**src/rtl/fetch_stage.sv**
```systemverilog
// Instruction fetch stage: issues one word fetch at a time to instruction
// memory, queues returned instructions in a 2-entry in-order buffer and
// presents the head entry to decode. A redirect flushes the buffer, restarts
// fetch at the new PC and squashes any response still in flight.
module fetch_stage #(
  parameter logic [31:0] RESET_PC = 32'h0000_0000
) (
  input  logic        clk,
  input  logic        rst,
  output logic        imem_req,
  output logic [31:0] imem_addr,
  input  logic        imem_ready,
  input  logic        imem_rvalid,
  input  logic [31:0] imem_rdata,
  input  logic        redirect,
  input  logic [31:0] redirect_pc,
  input  logic        stall,
  output logic        if_valid,
  output logic [31:0] if_instr,
  output logic [31:0] if_pc,
  output logic [6:0]  if_opcode
);

  localparam logic [31:0] NOP = 32'h0000_0013;

  typedef enum logic [1:0] {S_REQ, S_WAIT, S_DROP} state_t;

  state_t      state;
  state_t      state_next;
  logic [31:0] fetch_pc;
  logic [31:0] req_pc;
  logic [31:0] buf_pc    [2];
  logic [31:0] buf_instr [2];
  logic [1:0]  count;
  logic        accept;
  logic        push;
  logic        pop;
  logic        wr_idx;
  logic        redirect_pc_unused;

  // FSM state register; reset forgets any outstanding response
  always_ff @(posedge clk) begin
    if (rst) state <= S_REQ;
    else     state <= state_next;
  end

  // FSM next state; an in-flight request squashed by redirect drains via DROP
  always_comb begin
    state_next = state;
    case (state)
      S_REQ: begin
        if (accept) state_next = S_WAIT;
      end
      S_WAIT: begin
        if (imem_rvalid)   state_next = S_REQ;
        else if (redirect) state_next = S_DROP;
      end
      S_DROP: begin
        if (imem_rvalid) state_next = S_REQ;
      end
      default: state_next = S_REQ;
    endcase
  end

  // FSM outputs and buffer handshakes; redirect suppresses request, push and pop
  always_comb begin
    imem_req  = !rst && (state == S_REQ) && (count < 2'd2) && !redirect;
    imem_addr = {fetch_pc[31:2], 2'b00};
    accept    = imem_req && imem_ready;
    push      = (state == S_WAIT) && imem_rvalid && !redirect;
    if_valid  = !rst && (count != 2'd0);
    pop       = if_valid && !stall && !redirect;
    wr_idx    = pop ? (count == 2'd2) : (count != 2'd0);
    if_instr  = if_valid ? buf_instr[0] : NOP;
    if_pc     = if_valid ? buf_pc[0] : 32'h0000_0000;
    if_opcode = if_instr[6:0];
    redirect_pc_unused = ^redirect_pc[1:0];
  end

  // Fetch PC, outstanding-request PC and the shifting 2-entry buffer
  always_ff @(posedge clk) begin
    if (rst) begin
      fetch_pc <= RESET_PC;
      req_pc   <= RESET_PC;
      count    <= 2'd0;
    end else if (redirect) begin
      fetch_pc <= {redirect_pc[31:2], 2'b00};
      count    <= 2'd0;
    end else begin
      if (accept) begin
        req_pc   <= fetch_pc;
        fetch_pc <= fetch_pc + 32'd4;
      end
      if (pop) begin
        buf_pc[0]    <= buf_pc[1];
        buf_instr[0] <= buf_instr[1];
      end
      if (push) begin
        buf_pc[wr_idx]    <= req_pc;
        buf_instr[wr_idx] <= imem_rdata;
      end
      count <= count + {1'b0, push} - {1'b0, pop};
    end
  end

endmodule
```
**config.mk**
```make
export PLATFORM = sky130hd
export DESIGN_NAME = fetch_stage
export DESIGN_NICKNAME = d
export VERILOG_FILES = /design/src/rtl/fetch_stage.sv
export SDC_FILE = /design/constraint.sdc
export NUM_CORES = 1
export LEC_CHECK = 0
export CORE_AREA = 4 4 140 115
export CTS_CLUSTER_SIZE = 28
export DETAILED_ROUTE_END_ITERATION = 16
export DIE_AREA = 0 0 144 119
export PLACE_DENSITY = 0.95
export SETUP_SLACK_MARGIN = 0.02
export SYNTH_ARGS = -nofsm -noshare
export SYNTH_HDL_FRONTEND = slang
export SYNTH_SLANG_ARGS = --single-unit
```
**constraint.sdc**
```tcl
create_clock -name clk -period 13.3 [get_ports clk]
set_clock_uncertainty 0.2 [all_clocks]
set_input_delay 1.33 -clock clk [delete_from_list [all_inputs] [get_ports clk]]
set_output_delay 1.33 -clock clk [all_outputs]
set_load 0.05 [all_outputs]
```
==> results of run 1 <==
report_power, final:
group | leakage, nW | switching [W] | internal, W
clock | 0.277 | 0.000225 | 0.000280
combinational | 1.56 | 0.0000522 | 0.0000373
sequential | 1.68 | 0.0000120 | 0.000625
total | 3.52 | 0.000289 | 0.000942
layout make-up:
type | instances | area (um2) | area share (%)
inverters | 6 | 22.5 | 0.219
flip-flops and latches | 188 | 5000 | 48.7
well taps | 189 | 236 | 2.30
clock buffers | 17 | 425 | 4.14
multi-input cells | 408 | 2710 | 26.4
repair buffers | 174 | 1720 | 16.7
clock inverters | 15 | 160 | 1.56
flip-flops by register name (all words and copies together), names as in the netlist:
name and cells:
fetch_pc 30, state 2, req_pc 30, buf_pc 60, count 2, buf_instr 64
worst max-delay path by stage:
stage / start / end / slack, ns / cells after the start
2_1_floorplan: redirect / buf_instr[1][0]$_DFFE_PP_ / 8.20 / 4
4_1_cts: rst / if_instr[28] / 7.92 / 5
3_5_place_dp: rst / if_pc[20] / 7.92 / 5
3_3_place_gp: rst / if_pc[17] / 7.94 / 5
6_report: rst / if_instr[28] / 7.97 / 5
5_1_grt: rst / if_opcode[2] / 7.75 / 5
synth_stat cells (all sizes together):
cell	instances	area, um2
a211oi	1	7.51
a21o	1	7.51
a21oi	50	250
a221oi	1	8.76
a22oi	3	22.5
a2bb2oi	2	17.5
a311oi	1	8.76
a31oi	14	87.6
a32oi	2	17.5
and2	67	419
and3	4	25.0
and4	2	17.5
buf	17	114
clkbuf	32	121
conb	1	3.75
dfxtp	64	1280
edfxtp	124	3720
ha	3	37.5
inv	6	22.5
mux2	67	754
nand2	80	300
nand2b	5	31.3
nand3	14	70.1
nand3b	2	15.0
nand4	10	75.1
nand4b	2	17.5
nor2	13	48.8
nor3	9	56.3
nor3b	3	27.5
nor4	4	25.0
o211ai	4	30.0
o21ai	6	30.0
o22ai	8	50.1
o311ai	4	35.0
or3	8	50.1
or4	4	30.0
xnor2	2	17.5
xor2	8	70.1
kinds of logic after synthesis:
family	after synthesis	synth area share, %
AOI/OAI and AO/OA	97	7.23
xor gates and xnor gates	10	1.10
adders and majority gates	3	0.474
buffers and inverters	55	3.25
DFF	188	63.1
muxes	67	9.52
other	1	0.0473
and+or+nand+nor	227	15.2
critical path, stage by stage:
cell and delay [ns]:
buf_2 0.09, buf_4 0.33, nor2_4 0.92, and2_1 0.25, clkdlybuf4s50_1 0.84
per-layer routing:
metal  share of wire [%]  wire length [um]  vias to the layer above
met1                  41              7760                     2711
met2                  50              9560                      255
met3                 7.2              1360                       26
li1                    -                 -                     2642
met5                   0                 0                        -
met4                 1.6               299                        0
stage by stage:
step / setup slack [ns] / utilization, % / hold slack, ns / power [W]
global route: 7.75 / 69.6 / 0.264 / 0.00127
CTS: 7.92 / 69.6 / 0.256 / 0.00124
detailed placement: 7.92 / 65.7 / 0.245 / 0.000738
finish: 7.97 / 69.6 / 0.251 / 0.00123
floorplan: 8.20 / - / 0.226 / 0.000695
global placement: 7.94 / 65.7 / 0.235 / 0.000736
==> impl_results.md, run 1 <==
* Mapped Area at 7930 um2
* RD Place Congestion at 0.803
* Status: finished clean
* Vias at 5634
* Vias in the first global route at 5543
* TritonCTS Buffers at 17
* Maximum clock rate at 188 MHz
* Hold Path End: buf_pc[1][17]$_DFFE_PP_
* Hold crit path type: register to register
* CTS clock-pin slew for the worst setup and hold paths at 0.07 ns
* Total core area at 14800 um2
* # hold bufs at CTS at 0
* Cell depth of the worst flop-to-flop path at 4
* Chip width at 144 um
* ANT cells at 0
* Fin nets at 868
* Yosys warns at 0
* Crit path DAT at 3.80 ns
* Largest net degree at the start of global routing at 71
* Min-delay src: req_pc[17]$_SDFFE_PP0P_
* First-pass iteration count of the detailed router at 7
* DR iter-0 viols at 524
* Critical Path RT at 11.77 ns
* Clock sink total at 188
* Slew Limit Fails at 0
* Cts repair resizes at 0
* Area grow syn2layout at 29.7%
* Final instance area at 10300 um2
* Initial Util at 53.7%
* Met1 Resource Use GR at 29.3%
* RSZ-0062 raised after global routing: no
* Placed inst area at 9690 um2
* Setup bufs post-CTS at 0
* Gr busiest metal: met2
* Initial antenna violation count at 0
* Worst setup EP type: output port
* Residual DRC at 0
* Maximum vdd drop at 0.0981 mV
* Critical path fanouts, max at 70
* Full die area at 17100 um2
* Setup TNS at 0 ns
* Max Cap Viol at 0
* Met3 usage at 5.22%
* GRT Util Overall at 22.4%
* H-tree levels at 4
* PD cells at 120 nW/um2
* Tcrit/Tclk final at 40.1%
* Clock Latency Late Sink at 0.43 ns
* Num rows at 40
* Yosys reg bits at 188
* Syn Area/Cell at 12.2 um2
* Slew @ Worst Pin at 1.06 ns
* Final Non-Filler Cells at 997
* Die Y at 119 um
* Fillers at 1036
* Io pins at 175
* Placed instance count at 965
* Final Hold Viols at 0
* DRT Wirelength at 19.0 mm
* First-pass GRT wire length at 30.0 mm
* # setup viols final at 0
* Ratio of cells with drive above 1 in the final layout at 14.0%
* WHS Path Cells at 0
* Most frequent cells in the layout: clkdlybuf4s50_1, edfxtp_1, nand2_1
* Final ANT Viol Nets at 0
* CTS tree: yes
* Port Buf Inserts at 168
* Register area share after synthesis at 63.1%
* DP HPWL at 12.3 mm
* DR vias/cell at 5.65
* WS Path Type: input pin to output port
* R2r setup slk at 10.23 ns
* Synthesized instance count at 648
* CP startpoint kind: input pin
* Minimum clock period at 5.33 ns
* Total gr overflow at 0
* DR WL/cell at 19.0 um
* Most common cell after layout, fill and taps aside: clkdlybuf4s50_1
* Max clock buf depth at 2
* Synth cell types at 45
* RR Endpoint: buf_pc[0][3]$_DFFE_PP_
* Reg2reg start: state[1]$_SDFFE_PP0P_
* Pleak at 3.52 nW
* Met2 usage at 37.2%
* Clock Tree Root: clkbuf_16
* Max-slew headroom at 29.2%
(Power assumes the default switching activity.)
==> run 2, diff against run 1 <==
--- a/config.mk
+++ b/config.mk
@@ -5,11 +5,11 @@
 export SDC_FILE = /design/constraint.sdc
 export NUM_CORES = 1
 export LEC_CHECK = 0
-export CORE_AREA = 4 4 140 115
+export CORE_AREA = 4 4 145 119
 export CTS_CLUSTER_SIZE = 28
 export DETAILED_ROUTE_END_ITERATION = 16
-export DIE_AREA = 0 0 144 119
-export PLACE_DENSITY = 0.95
+export DIE_AREA = 0 0 149 123
+export PLACE_DENSITY = 0.9
 export SETUP_SLACK_MARGIN = 0.02
 export SYNTH_ARGS = -nofsm -noshare
 export SYNTH_HDL_FRONTEND = slang
==> constraint.sdc (replaced) <==
create_clock -name clk -period 5 [get_ports clk]
set_clock_uncertainty 0.2 [all_clocks]
set_input_delay 0.5 -clock clk [delete_from_list [all_inputs] [get_ports clk]]
set_output_delay 0.5 -clock clk [all_outputs]
set_load 0.05 [all_outputs]
==> impl_results.md, run 2 (synthesis results as in run 1) <==
* H-tree levels at 4
* Ratio of cells with drive above 1 in the final layout at 14.1%
* DR WL/cell at 18.7 um
* Sw frac at 22.8%
* DR iter-0 viols at 447
* Die Y at 123 um
* Most frequent cells in the layout: clkdlybuf4s50_1, edfxtp_1, nand2_1
* Top flop regs: buf_instr (64), buf_pc (60)
* Chip width at 149 um
* Fin nets at 869
* Maximum vdd drop at 0.250 mV
* Area grow syn2layout at 30.5%
* Final Hold Viols at 0
* Max reg flops at 64
* CP startpoint kind: register
* PD cells at 320 nW/um2
* # hold bufs at CTS at 0
* WS Path Type: register to output port
* Multi-input logic area at 2710 um2
* Total core area at 15700 um2
* Seq. cell area at 5000 um2
* Max clock buf depth at 2
* Initial Util at 50.5%
* CP max stage cell: nor2_4
* Setup bufs post-CTS at 0
* Full die area at 18300 um2
* Fillers at 1199
* First-pass iteration count of the detailed router at 6
* Io pins at 175
* Internal at 0.00255 W
* Total gr overflow at 0
* Slew @ Worst Pin at 1.08 ns
* Critical Path RT at 4.30 ns
* TritonCTS Buffers at 17
* P_sw at 0.000755 W
* First-pass GRT wire length at 29.4 mm
* Initial antenna violation count at 0
* Vias at 5669
* Clock Tree Root: clkbuf_16
* Placed inst area at 9750 um2
* # setup viols final at 0
* Largest register by flop count: buf_instr
* Clock sink total at 188
* Num rows at 41
* Clock share of power at 41.6%
* RD Place Congestion at 0.793
* RSZ-0062 raised after global routing: no
* CTS tree: yes
* DR vias/cell at 5.54
* GRT Util Overall at 20.8%
* Power share of the combinational group at 7.2%
* Delay of the slowest cell on the worst path at 0.83 ns
* Vias in the first global route at 5421
* Minimum clock period at 3.69 ns
* Family with the most delay on the worst path: simple AND/OR/NAND/NOR gates
* Slew Limit Fails at 0
* CTS clock-pin slew for the worst setup and hold paths at 0.07 ns
* Hold crit path type: register to register
* ANT cells at 0
* Tcrit/Tclk final at 73.9%
* Setup TNS at 0 ns
* Residual DRC at 0
* DRT Wirelength at 19.1 mm
* DP HPWL at 12.2 mm
* Final ANT Viol Nets at 0
* Buf/Inv on CP at 1
* Most common cell after layout, fill and taps aside: clkdlybuf4s50_1
* Max Cap Viol at 0
* Clock Latency Late Sink at 0.43 ns
* Port Buf Inserts at 168
* Cts repair resizes at 0
* Maximum clock rate at 271 MHz
* Pleak at 3.55 nW
* Crit path DAT at 2.99 ns
* Critical path fanouts, max at 60
* Max-slew headroom at 28.0%
* Status: finished clean
* Final instance area at 10300 um2
* Sequential Power Share at 51.2%
* Largest net degree at the start of global routing at 70
* Crit path cell chain: nor2_1 > nor2_4 > and2_1 > clkdlybuf4s50_1
* Worst setup EP type: output port
run 2: path summary, 6_finish.rpt:
path	start	endpoint	slack [ns]	cells past startpoint
setup / recovery	count[1]$_SDFF_PP0_	if_pc[15]	1.31	4
hold / removal	req_pc[17]$_SDFFE_PP0P_	buf_pc[1][17]$_DFFE_PP_	0.25	0
setup reg to reg	state[0]$_SDFFE_PP0P_	fetch_pc[21]$_SDFFE_PP0P_	2.40	5
hold reg to reg	req_pc[17]$_SDFFE_PP0P_	buf_pc[1][17]$_DFFE_PP_	0.25	0
run 2: through the flow:
stage                     setup WS (ns)  cells  utilization [%]  total power [W]  hold slack, ns
after floorplan                   0.729    651                -          0.00185           0.226
after global placement             1.66    992             62.1          0.00196           0.240
after detailed placement           1.68    992             62.1          0.00196           0.240
after CTS                          1.24   1024             65.9          0.00332           0.256
after global routing               1.00   1024             65.9          0.00340           0.269
final                              1.31   1024             65.9          0.00331           0.253
run 2: layout make-up:
| cell class | instances | share of cell area, % |
|---|---|---|
| Sequential cell | 188 | 48.4 |
| Multi-Input combinational cell | 408 | 26.2 |
| Timing Repair Buffer | 175 | 16.8 |
| Clock buffer | 18 | 4.15 |
| Tap cell | 215 | 2.60 |
| Clock inverter | 14 | 1.61 |
| Inverter | 6 | 0.218 |
run 2: power groups by stage:
stage | clock network, W | registers [W] | logic (W)
after floorplan | 0 | 0.00177 | 0.0000804
after global placement | 0 | 0.00172 | 0.000232
after detailed placement | 0 | 0.00173 | 0.000236
after CTS | 0.00139 | 0.00169 | 0.000239
after global routing | 0.00145 | 0.00170 | 0.000252
final | 0.00137 | 0.00169 | 0.000239
run 2: routing by layer:
layer / track usage, % / part of all wire [%]
met5: 0 / 0
met4: 6.86 / 1.6
met3: 4.84 / 8.1
met2: 32.9 / 48
met1: 28.5 / 42
==> run 3, diff against run 2 <==
==> constraint.sdc (replaced) <==
create_clock -name clk -period 3.55 [get_ports clk]
set_clock_uncertainty 0.2 [all_clocks]
set_input_delay 0.355 -clock clk [delete_from_list [all_inputs] [get_ports clk]]
set_output_delay 0.355 -clock clk [all_outputs]
set_load 0.05 [all_outputs]
==> impl_results.md, run 3 (synthesis results as in run 1) <==
* Internal at 0.00348 W
* Most common cell after layout, fill and taps aside: clkdlybuf4s50_1
* Max Cap Viol at 0
* Ratio of cells with drive above 1 in the final layout at 16.4%
* Initial Util at 50.5%
* Power share of the combinational group at 7.5%
* DP HPWL at 12.6 mm
* CP startpoint kind: register
* DR WL/cell at 17.9 um
* Top flop regs: buf_instr (64), buf_pc (60)
* Residual DRC at 0
* Largest net degree at the start of global routing at 50
* Critical path fanouts, max at 49
* CP max stage cell: clkdlybuf4s50_1
* Slew Limit Fails at 0
* Max reg flops at 64
* TritonCTS Buffers at 17
* Total core area at 15700 um2
* Reg2reg start: fetch_pc[7]$_SDFFE_PP0P_
* Die Y at 123 um
* GRT Util Overall at 20.2%
* Num rows at 41
* Total gr overflow at 0
* Fillers at 1138
* PD cells at 439 nW/um2
* Worst setup EP type: output port
* Fin nets at 877
* Hold crit path type: input pin to register
* First-pass GRT wire length at 28.8 mm
* Area grow syn2layout at 31.1%
* Most frequent cells in the layout: clkdlybuf4s50_1, edfxtp_1, nand2_1
* Crit path DAT at 2.55 ns
* Cts repair resizes at 0
* # hold bufs at CTS at 0
* Minimum clock period at 3.11 ns
* Clock share of power at 40.2%
* R2r setup slk at 0.89 ns
* # setup viols final at 0
* WHS Path Cells at 2
* H-tree levels at 4
* Vias at 5669
* Cell depth of the worst flop-to-flop path at 5
* ANT cells at 0
* RD Place Congestion at 0.840
* CTS clock-pin slew for the worst setup and hold paths at 0.07 ns
* Total power after layout at 0.00456 W
* Full die area at 18300 um2
* DR iter-0 viols at 559
* Status: finished clean
* Crit path cell chain: nor2_1 > nor2_4 > buf_12 > and2_1 > clkdlybuf4s50_1
* P_sw at 0.00108 W
* Final ANT Viol Nets at 0
* DRT Wirelength at 18.5 mm
* Maximum vdd drop at 0.353 mV
* Final instance area at 10400 um2
* CTS tree: yes
* DR vias/cell at 5.49
* Initial antenna violation count at 0
* Clock sink total at 188
* Layout Utilization at 66.2%
* Io pins at 175
* Slew @ Worst Pin at 1.09 ns
* RR Endpoint: fetch_pc[23]$_SDFFE_PP0P_
* Max-slew headroom at 26.8%
* Placed inst area at 9810 um2
* Min-delay src: rst
* Maximum clock rate at 322 MHz
* Setup TNS at 0 ns
* Delay of the slowest cell on the worst path at 0.81 ns
* Final Hold Viols at 0
* Tcrit/Tclk final at 87.6%
* Hold Path End: count[1]$_SDFF_PP0_
* Largest register by flop count: buf_instr
* RSZ-0062 raised after global routing: no
* Chip width at 149 um
* Clock Latency Late Sink at 0.43 ns
* Vias in the first global route at 5502
* Sequential Power Share at 52.3%
* Critical Path RT at 2.99 ns
* Clock Tree Root: clkbuf_16
* Sw frac at 23.6%
* Port Buf Inserts at 168
* WS Path Type: register to output port
* Pleak at 3.60 nW
* Max clock buf depth at 2
* Setup bufs post-CTS at 0
* First-pass iteration count of the detailed router at 5
==> run 3: cell count changes in the layout (fill, tap and decap cells not counted), moves of 2 or more <==
cell             delta
clkinv_4            -2
buf_12              +3
buf_4              +17
clkbuf_16           +2
clkinv_2            -2
inv_8               +3
clkinvlp_4          +4
bufinv_16           -3
clkdlybuf4s50_1    -12
==> run 3: per-layer routing <==
| metal | up-vias | track usage (%) | share of wire (%) |
|---|---|---|---|
| met4 | 0 | 6.17 | 1.8 |
| met1 | 2745 | 26.2 | 42 |
| li1 | 2657 | - | - |
| met5 | - | 0 | 0 |
| met3 | 28 | 6.01 | 8.1 |
| met2 | 239 | 33.1 | 48 |
==> run 3: layout make-up <==
type | count | area, um2 | share of cell area, %
tap | 215 | 269 | 2.59
clock buffer | 20 | 479 | 4.61
inverter | 6 | 22.5 | 0.217
clock inverter | 12 | 98.8 | 0.951
multi-input combinational | 408 | 2710 | 26.1
sequential | 188 | 5000 | 48.2
timing repair buffer | 183 | 1810 | 17.4
==> run 3: per-stage QoR <==
| step | hold slack [ns] | cells | setup slack, ns |
|---|---|---|---|
| after floorplan | 0.226 | 651 | 0.0406 |
| after global placement | 0.235 | 1000 | 0.525 |
| after detailed placement | 0.239 | 1000 | 0.498 |
| after CTS | 0.0200 | 1032 | 0.399 |
| after global routing | 0.0328 | 1032 | 0.298 |
| final | 0.0269 | 1032 | 0.442 |
==> run 3: power groups by stage <==
stage / Clock, W / Combinational [W] / Sequential [W]
after floorplan: 0 / 0.000113 / 0.00249
after global placement: 0 / 0.000334 / 0.00243
after detailed placement: 0 / 0.000339 / 0.00243
after CTS: 0.00187 / 0.000341 / 0.00238
after global routing: 0.00195 / 0.000361 / 0.00239
final: 0.00184 / 0.000342 / 0.00238
==> run 3: worst max path at each step <==
stage	start	endpoint	slack, ns	cells past startpoint
after floorplan	redirect	buf_instr[0][0]$_DFFE_PP_	0.04	7
after global placement	redirect	buf_pc[0][3]$_DFFE_PP_	0.52	6
after detailed placement	redirect	fetch_pc[27]$_SDFFE_PP0P_	0.50	6
after CTS	count[1]$_SDFF_PP0_	if_instr[3]	0.40	5
after global routing	count[1]$_SDFF_PP0_	if_instr[3]	0.30	5
final	count[1]$_SDFF_PP0_	if_instr[3]	0.44	5
==> run 3: critical path: cells and delay by family (launching register included) <==
family                 cells  cell delay (ns)
buffers and inverters      2             1.05
and+or+nand+nor            3             0.64
DFF                        1             0.41
